### src/rtl/pe_fu_pkg.sv
`default_nettype none
// ============================================================================
// Module   : pe_fu_pkg
// Purpose  : Shared opcode map, FSM state type and opcode helpers for the
//            registered PE functional unit.
// Revision : 1.0  initial release
// ============================================================================
package pe_fu_pkg;

  // Opcode encodings; they are compared against a zero-extended OP_W field,
  // so these values hold for any opcode width of four bits or more.
  localparam int unsigned OP_ADD  = 0;
  localparam int unsigned OP_SUB  = 1;
  localparam int unsigned OP_MULT = 2;
  localparam int unsigned OP_SLL  = 3;
  localparam int unsigned OP_SRL  = 4;
  localparam int unsigned OP_AND  = 5;
  localparam int unsigned OP_OR   = 6;
  localparam int unsigned OP_NOT  = 7;
  localparam int unsigned OP_XOR  = 8;
  localparam int unsigned OP_SRA  = 9;
  localparam int unsigned OP_SLT  = 10;
  localparam int unsigned OP_SLTU = 11;
  localparam int unsigned OP_PASS = 12;

  // Multiply countdown width; MUL_STAGES is limited to 1..4.
  localparam int unsigned CNT_W = 3;

  // IDLE: nothing held. MUL: multiply in flight. HOLD: result waiting.
  typedef enum logic [1:0] {
    ST_IDLE = 2'd0,
    ST_MUL  = 2'd1,
    ST_HOLD = 2'd2
  } fu_state_e;

  // Everything above the last defined opcode returns zero with op_err set.
  function automatic logic is_undef_op(input int unsigned op);
    return (op > OP_PASS);
  endfunction

endpackage
`default_nettype wire

### src/rtl/fu_mul_pipe.sv
`default_nettype none
// ============================================================================
// Module   : fu_mul_pipe
// Purpose  : DATA_W x DATA_W -> DATA_W (low half) multiplier with STAGES
//            enabled register stages. Data registers carry no reset; the
//            owning control logic decides when the output is meaningful.
// Revision : 1.0  initial release
// ============================================================================
module fu_mul_pipe #(
  parameter int DATA_W = 32,
  parameter int STAGES = 2
) (
  input  logic              clk,
  input  logic              en,
  input  logic [DATA_W-1:0] a,
  input  logic [DATA_W-1:0] b,
  output logic [DATA_W-1:0] p
);

  logic [DATA_W-1:0] prod_d;
  logic [DATA_W-1:0] stage_q [STAGES];

  // Low half of the unsigned product feeds the first stage.
  always_comb begin
    prod_d = a * b;
  end

  // Advance the whole pipe only when the controller enables it, so a
  // finished product stays put while the result is being held.
  always_ff @(posedge clk) begin
    if (en) begin
      stage_q[0] <= prod_d;
      for (int i = 1; i < STAGES; i++) begin
        stage_q[i] <= stage_q[i-1];
      end
    end
  end

  assign p = stage_q[STAGES-1];

endmodule
`default_nettype wire

### src/rtl/pe_fu_seq.sv
`default_nettype none
// ============================================================================
// Module   : pe_fu_seq
// Purpose  : Registered PE functional unit with valid/ready handshake.
//            Single-cycle ALU ops, pipelined multiply, one op in flight,
//            back-pressure holds the result instead of dropping it.
// Revision : 1.0  initial release
// ============================================================================
module pe_fu_seq #(
  parameter int DATA_W     = 32,
  parameter int OP_W       = 4,
  parameter int MUL_STAGES = 2
) (
  input  logic              clk,
  input  logic              rst_n,
  input  logic              in_valid,
  output logic              in_ready,
  input  logic [DATA_W-1:0] a,
  input  logic [DATA_W-1:0] b,
  input  logic [OP_W-1:0]   fu_opcode,
  output logic              out_valid,
  input  logic              out_ready,
  output logic [DATA_W-1:0] fu_result,
  output logic              op_err
);

  import pe_fu_pkg::*;

  localparam int SH_W = $clog2(DATA_W);

  fu_state_e         state_q, state_d;
  logic [CNT_W-1:0]  cnt_q, cnt_d;
  logic [DATA_W-1:0] res_q, res_d;
  logic              err_q, err_d;
  logic              sel_mul_q, sel_mul_d;

  logic [DATA_W-1:0] alu_res;
  logic [DATA_W-1:0] mul_out;
  logic [SH_W-1:0]   sh_amt;
  logic              sh_big;
  logic              op_undef;
  logic              op_is_mul;
  logic              accept;
  logic              mul_en;

  // Combinational ALU for all single-cycle opcodes.
  always_comb begin
    sh_amt    = b[SH_W-1:0];
    sh_big    = (b >= DATA_W'(DATA_W));
    op_undef  = is_undef_op(32'(fu_opcode));
    op_is_mul = (32'(fu_opcode) == OP_MULT);
    alu_res   = '0;
    case (32'(fu_opcode))
      OP_ADD:  alu_res = a + b;
      OP_SUB:  alu_res = a - b;
      OP_SLL:  alu_res = sh_big ? '0 : (a << sh_amt);
      OP_SRL:  alu_res = sh_big ? '0 : (a >> sh_amt);
      OP_AND:  alu_res = a & b;
      OP_OR:   alu_res = a | b;
      OP_NOT:  alu_res = ~a;
      OP_XOR:  alu_res = a ^ b;
      OP_SRA:  alu_res = sh_big ? {DATA_W{a[DATA_W-1]}}
                                : DATA_W'($unsigned($signed(a) >>> sh_amt));
      OP_SLT:  alu_res = {{(DATA_W-1){1'b0}}, ($signed(a) < $signed(b))};
      OP_SLTU: alu_res = {{(DATA_W-1){1'b0}}, (a < b)};
      OP_PASS: alu_res = a;
      default: alu_res = '0;
    endcase
  end

  // Multiplier pipe; it only advances on a multiply accept or while in MUL.
  fu_mul_pipe #(
    .DATA_W (DATA_W),
    .STAGES (MUL_STAGES)
  ) u_mul (
    .clk (clk),
    .en  (mul_en),
    .a   (a),
    .b   (b),
    .p   (mul_out)
  );

  // Handshake outputs: in_ready is the only combinational path (from out_ready).
  always_comb begin
    in_ready  = (state_q == ST_IDLE) || ((state_q == ST_HOLD) && out_ready);
    out_valid = (state_q == ST_HOLD);
    fu_result = sel_mul_q ? mul_out : res_q;
    op_err    = err_q;
  end

  // Next-state and result-capture logic.
  always_comb begin
    state_d   = state_q;
    cnt_d     = cnt_q;
    res_d     = res_q;
    err_d     = err_q;
    sel_mul_d = sel_mul_q;
    mul_en    = 1'b0;
    accept    = in_valid && in_ready;
    if (accept) begin
      if (op_is_mul) begin
        // Clear the ALU result so fu_result reads zero while the multiply runs.
        mul_en = 1'b1;
        res_d  = '0;
        err_d  = 1'b0;
        if (MUL_STAGES == 1) begin
          state_d   = ST_HOLD;
          cnt_d     = '0;
          sel_mul_d = 1'b1;
        end else begin
          state_d   = ST_MUL;
          cnt_d     = CNT_W'(MUL_STAGES - 1);
          sel_mul_d = 1'b0;
        end
      end else begin
        state_d   = ST_HOLD;
        res_d     = alu_res;
        err_d     = op_undef;
        sel_mul_d = 1'b0;
      end
    end else begin
      case (state_q)
        ST_MUL: begin
          // The edge that takes the count to zero lands the product.
          mul_en = 1'b1;
          cnt_d  = cnt_q - CNT_W'(1);
          if (cnt_q == CNT_W'(1)) begin
            state_d   = ST_HOLD;
            sel_mul_d = 1'b1;
          end
        end
        ST_HOLD: begin
          if (out_ready) begin
            state_d = ST_IDLE;
          end
        end
        default: state_d = state_q;
      endcase
    end
  end

  // State and result registers; reset discards any multiply in flight.
  always_ff @(posedge clk or negedge rst_n) begin
    if (!rst_n) begin
      state_q   <= ST_IDLE;
      cnt_q     <= '0;
      res_q     <= '0;
      err_q     <= 1'b0;
      sel_mul_q <= 1'b0;
    end else begin
      state_q   <= state_d;
      cnt_q     <= cnt_d;
      res_q     <= res_d;
      err_q     <= err_d;
      sel_mul_q <= sel_mul_d;
    end
  end

endmodule
`default_nettype wire

### config.mk
export PLATFORM = sky130hd
export DESIGN_NAME = pe_fu_seq
export DESIGN_NICKNAME = d
export VERILOG_FILES = /design/src/rtl/pe_fu_pkg.sv /design/src/rtl/fu_mul_pipe.sv /design/src/rtl/pe_fu_seq.sv
export SDC_FILE = /design/constraint.sdc
export NUM_CORES = 2
export LEC_CHECK = 0
export ABC_AREA = 1
export CAP_MARGIN = 20
export CORE_UTILIZATION = 49
export CTS_BUF_LIST = sky130_fd_sc_hd__clkbuf_4
export DETAILED_ROUTE_END_ITERATION = 10
export GPL_TIMING_DRIVEN = 0
export MAX_ROUTING_LAYER = met4
export PLACE_DENSITY = 0.66
export SLEW_MARGIN = 10
export SYNTH_ARGS = -nofsm -noshare
export SYNTH_HDL_FRONTEND = slang
export SYNTH_SLANG_ARGS = --single-unit
### constraint.sdc
create_clock -name clk -period 3.75 [get_ports clk]
set_clock_uncertainty 0.15 [all_clocks]
set_input_delay 0.75 -clock clk [delete_from_list [all_inputs] [get_ports clk]]
set_output_delay 0.75 -clock clk [all_outputs]
set_load 0.02 [all_outputs]
==> flow_summary.yaml, run 1 <==
floorplan:
  start_util_pct: 49.8
  num_rows: 91
  die_h_um: 253
  ios: 107
  die_w_um: 253
global_route:
  grt_max_degree: 67
  overflow: 6
  antenna_found_initial: 18
  grt_usage_pct: 66.9
logic_synthesis:
  postSynthAreaPerCell_sq_um: 6.54
  synth_flop_cell: "edfxtp_1"
  synth_area_sq_um: 30800
  syn_nets: 5418
  synth_edf_count: 64
  ys_seq_area_share_pct: 9.40
  netlist_instances: 4714
  synth-async-reset-ratio_pct: 37.9
  synth-seq-cells: 103
  synthDistinctLibCells: 51
  yosys_warnings: 0
placement:
  numPortBuffers: 106
  dp_hpwl_um: 128000
  preCtsSetupSlack_ns: -5.62
  place_congestion: 1.13
run_status:
  error_message: "[ERROR GRT-0232] Routing congestion too high. Check the congestion heatmap in the GUI."
  status: "did not finish"
  lastStage: "global routing (5_1_grt)"
clocking:
  cts_made_buffers: 9
  h-tree-depth: 3
  root_buffer: "clkbuf_4"
  numClockSinks: 103
  cts_buffer_depth: 2
timing:
  postGrtWorstEndpoint: "u_mul.stage_q[0][31]$_DFFE_PP_/D"
  endpoint_type: "sequential cell input"
## stage by stage
stage / utilization, % / area, sq um / hold WS, ns / TNS, ns / cells
2_1_floorplan: - / 31400 / 0.250 / -70.52 / 4714
3_3_place_gp: 54.1 / 33500 / 0.251 / -251.81 / 5657
3_5_place_dp: 54.1 / 33500 / 0.255 / -200.67 / 5658
4_1_cts: 58.5 / 36300 / 0.291 / -71.58 / 5763
## cells by family after synthesis
kind of cell	after synthesis	synth area share, %
XOR/XNOR	39	1.11
AO/OA/AOI/OAI	517	9.53
multiplexers	3	0.0974
adder cells (fa/ha/maj)	632	35.6
AND/OR/NAND/NOR	2194	29.1
buffers and inverters	1226	15.2
flip-flops	103	9.40
## repair_timing
item,4_1_cts
hold endpoints to repair,8
hold buffers,1
gates resized for setup,661
cloned,0
endpoints found under the setup margin,60
buffers inserted,89
pin swaps,110
## synthesized netlist by cell type (2+ instances only)
cell / instances / share of area [%]
nand2_1: 1496 / 18
inv_1: 977 / 12
fa_1: 410 / 27
nand3_1: 330 / 5.4
nor2_1: 247 / 3.0
ha_1: 222 / 9.0
o21ai_0: 194 / 3.1
a21oi_1: 178 / 2.9
clkbuf_1: 136 / 1.7
edfxtp_1: 64 / 6.2
nand4_1: 60 / 1.2
buf_1: 48 / 0.58
buf_2: 47 / 0.76
dfrtp_1: 39 / 3.2
o211ai_1: 35 / 0.85
xor2_1: 27 / 0.77
nor3_1: 25 / 0.41
o22ai_1: 21 / 0.43
o21bai_1: 15 / 0.37
o2111ai_1: 12 / 0.34
xnor2_1: 12 / 0.34
o21a_1: 11 / 0.27
a21o_1: 9 / 0.22
inv_2: 9 / 0.11
nand3b_1: 9 / 0.22
a21boi_0: 8 / 0.19
o21ai_1: 8 / 0.13
a211oi_1: 7 / 0.17
nor4_1: 7 / 0.14
o221ai_1: 6 / 0.17
buf_4: 5 / 0.12
or2_2: 5 / 0.10
a221oi_1: 4 / 0.11
clkinv_1: 4 / 0.049
and2_1: 3 / 0.061
mux2i_1: 3 / 0.097
o31ai_1: 3 / 0.073
nand2_2: 2 / 0.041
nand2b_1: 2 / 0.041
nor2_2: 2 / 0.041
nor2_4: 2 / 0.073
## per-layer routing
metal,overflow,global-route usage [%]
met4,4,57.3
met2,2,81.1
met3,0,46.6
met1,0,71.8
met5,-,-
==> run 2, diff against run 1 <==
Settings changed: CORE_UTILIZATION 49 to 34, CTS_BUF_LIST sky130_fd_sc_hd__clkbuf_4 to unset, MAX_ROUTING_LAYER met4 to unset, PLACE_DENSITY 0.66 to unset, PLACE_DENSITY_LB_ADDON set to 0.15.
==> run 2 against run 1 <==
Net effect:
- the flow now finishes, with violations (negative setup slack)
- synthesized cell count unchanged
- area after synthesis unchanged
==> flow_summary.yaml, run 2 <==
timing:
  layout_setup_ws_ns: -3.69
  worst_pin_slew_ns: 0.921
  finalSetupViolCount: 40
  final.period_utilization_pct: 198
  maxSlewHeadroom_pct: 38.6
  period_needed_ns: 7.44
  slew_violations: 0
  hold_viol_final: 0
  rsz0062_at_grt: "true"
  max_freq_mhz: 134
drt:
  routed_via_density: 5.47
  wl_per_cell_um: 27.8
  dr.first_iter.drc_count: 3621
  wl_um: 171000
  dr.pass1.iters: 8
  drcViolationCount: 0
  detail-route-antenna-nets: 0
  vias: 33600
worst_setup_path:
  worst-path-max-fanout: 5
  crit_path_end_kind: "flip-flop"
  path_common_cell: "fa_1"
  max_stage_delay_ns: 0.62
  required_ns: 3.70
  start_kind: "primary input"
  cp.arrival_ns: 7.39
  cp_slowest_cell: "fa_2"
  worst-setup-path-type: "primary input to flip-flop"
cells_and_area:
  area_growth_syn_to_layout_pct: 24.1
  max_flop_register: "u_mul.stage_q"
  reg.largest.list: "u_mul.stage_q (64), res_q (32), cnt_q (3)"
  mostFrequentLayoutCell: "nand2_1"
  mostFrequentLayoutCells: "nand2_1, inv_1, fa_1"
  design_area_sq_um: 38300
  drive_above_1_share_pct: 14.9
  largest_reg_flops: 64
  nets: 5657
floorplan:
  die_h_um: 303
  num_rows: 110
  die_w_um: 303
  die_area_sq_um: 91900
  ios: 107
  start_util_pct: 34.3
  core-area_sq_um: 89900
placement:
  numPortBuffers: 106
  dp_hpwl_um: 140000
  placed_cell_area_sq_um: 34000
  place_congestion: 1.03
run_status:
  status: "finished, violations left"
  violations: "negative setup slack"
logic_synthesis:
  postSynthAreaPerCell_sq_um: 6.54
  synthTopCellsByCount: "nand2_1, inv_1, fa_1"
  netlist.area_leader.share_pct: 26.6
  yosysMostFrequentCell: "nand2_1"
  synth-seq-cells: 103
  syn_nets: 5418
  synth-async-reset-ratio_pct: 37.9
  synth_flop_cell: "edfxtp_1"
  synthTopCellsByArea: "fa_1, nand2_1, inv_1"
  yosysTopAreaCell: "fa_1"
  ys_seq_area_share_pct: 9.40
  synth_edf_count: 64
  netlist_instances: 4714
  synthDistinctLibCells: 51
  yosys_warnings: 0
  synth_area_sq_um: 30800
global_route:
  grt_max_degree: 65
  grt_pass1_vias: 32400
  grt_usage_pct: 37.3
  antenna_found_initial: 1
  overflow: 0
  grt_pass1_wl_um: 241000
clocking:
  cts_buffer_depth: 2
  h-tree-depth: 3
  cts_made_buffers: 9
  cts_tree: "yes"
  holdBufCountCts: 0
  clock_latency_ns: 0.36
  numClockSinks: 103
  path_clk_slew_ns: 0.08
  root_buffer: "clkbuf_16"
flow_run:
  drv_cap: 0
min_path:
  hold_class: "primary input to asynchronous set/reset pin"
[run 2: cell counts after synthesis]
No cell type changed its count.
[run 2: cells by family after synthesis]
kind of cell	Yosys count	synth area share (%)
buffers and inverters	1226	15.2
multiplexers	3	0.0974
XOR/XNOR	39	1.11
AND/OR/NAND/NOR	2194	29.1
AO/OA/AOI/OAI	517	9.53
flip-flops	103	9.40
adder cells (fa/ha/maj)	632	35.6
[run 2: metrics by stage]
step | setup TNS (ns) | util (%) | cells | setup slack [ns] | hold WS, ns
final | -75.52 | 42.6 | 6135 | -3.69 | 0.0919
after global routing | -78.62 | 42.6 | 6134 | -3.88 | 0.0926
after CTS | -104.88 | 40.8 | 6096 | -3.63 | 0.0889
after detailed placement | -207.50 | 37.8 | 6003 | -6.04 | 0.255
after global placement | -300.53 | 37.7 | 5996 | -6.16 | 0.252
after floorplan | -70.52 | - | 4714 | -3.40 | 0.250
[run 2: final timing paths]
path | slack (ns) | endpoint | cells past startpoint | startpoint
min reg2reg | 0.27 | u_mul.stage_q[0][63] | 0 | u_mul.stage_q[0][31]
min | 0.09 | cnt_q[2] | 1 | rst_n
max reg2reg | 1.35 | u_mul.stage_q[0][25] | 8 | state_q[1]
min in group clk | 0.27 | u_mul.stage_q[0][63] | 0 | u_mul.stage_q[0][31]
max | -3.69 | u_mul.stage_q[0][31] | 29 | b[2]
max in group asynchronous | 2.90 | res_q[17] | 2 | rst_n
[run 2: worst max-delay path: cells and delay by family]
family	cells	cell delay, ns
buffers and inverters	10	1.04
AND/OR/NAND/NOR	5	0.39
AO/OA/AOI/OAI	5	0.78
adder cells (fa/ha/maj)	9	4.40
[run 2: per-layer routing]
layer  wire, um  up-vias  track usage (%)
li1           -    14900                -
met1      71900    16800             50.7
met2      73700     1610             56.8
met3      13300      338             5.48
met4      11900        0             20.4
met5          0        -                0
[run 2: final cells by class]
| cell class | count | area (sq um) |
|---|---|---|
| Multi-Input combinational cell | 3385 | 25400 |
| Inverter | 990 | 3760 |
| Timing Repair Buffer | 243 | 2180 |
| Clock buffer | 10 | 229 |
| Sequential cell | 103 | 2900 |
| Buffer | 221 | 2270 |
| Clock inverter | 6 | 73.8 |
| Antenna cell | 1 | 2.50 |
| Tap cell | 1176 | 1470 |
| Fill cell | 9653 | 51600 |
[run 2: what timing repair did]
action,4_1_cts,5_1_grt
setup endpoints to repair,62,60
cloned,0,0
pin swaps,116,112
gates resized for setup,632,423
buffers inserted,78,55
Power of run 2 is not shown: default switching activity piles up to over one toggle a cycle in this logic, so the estimate is an artifact.
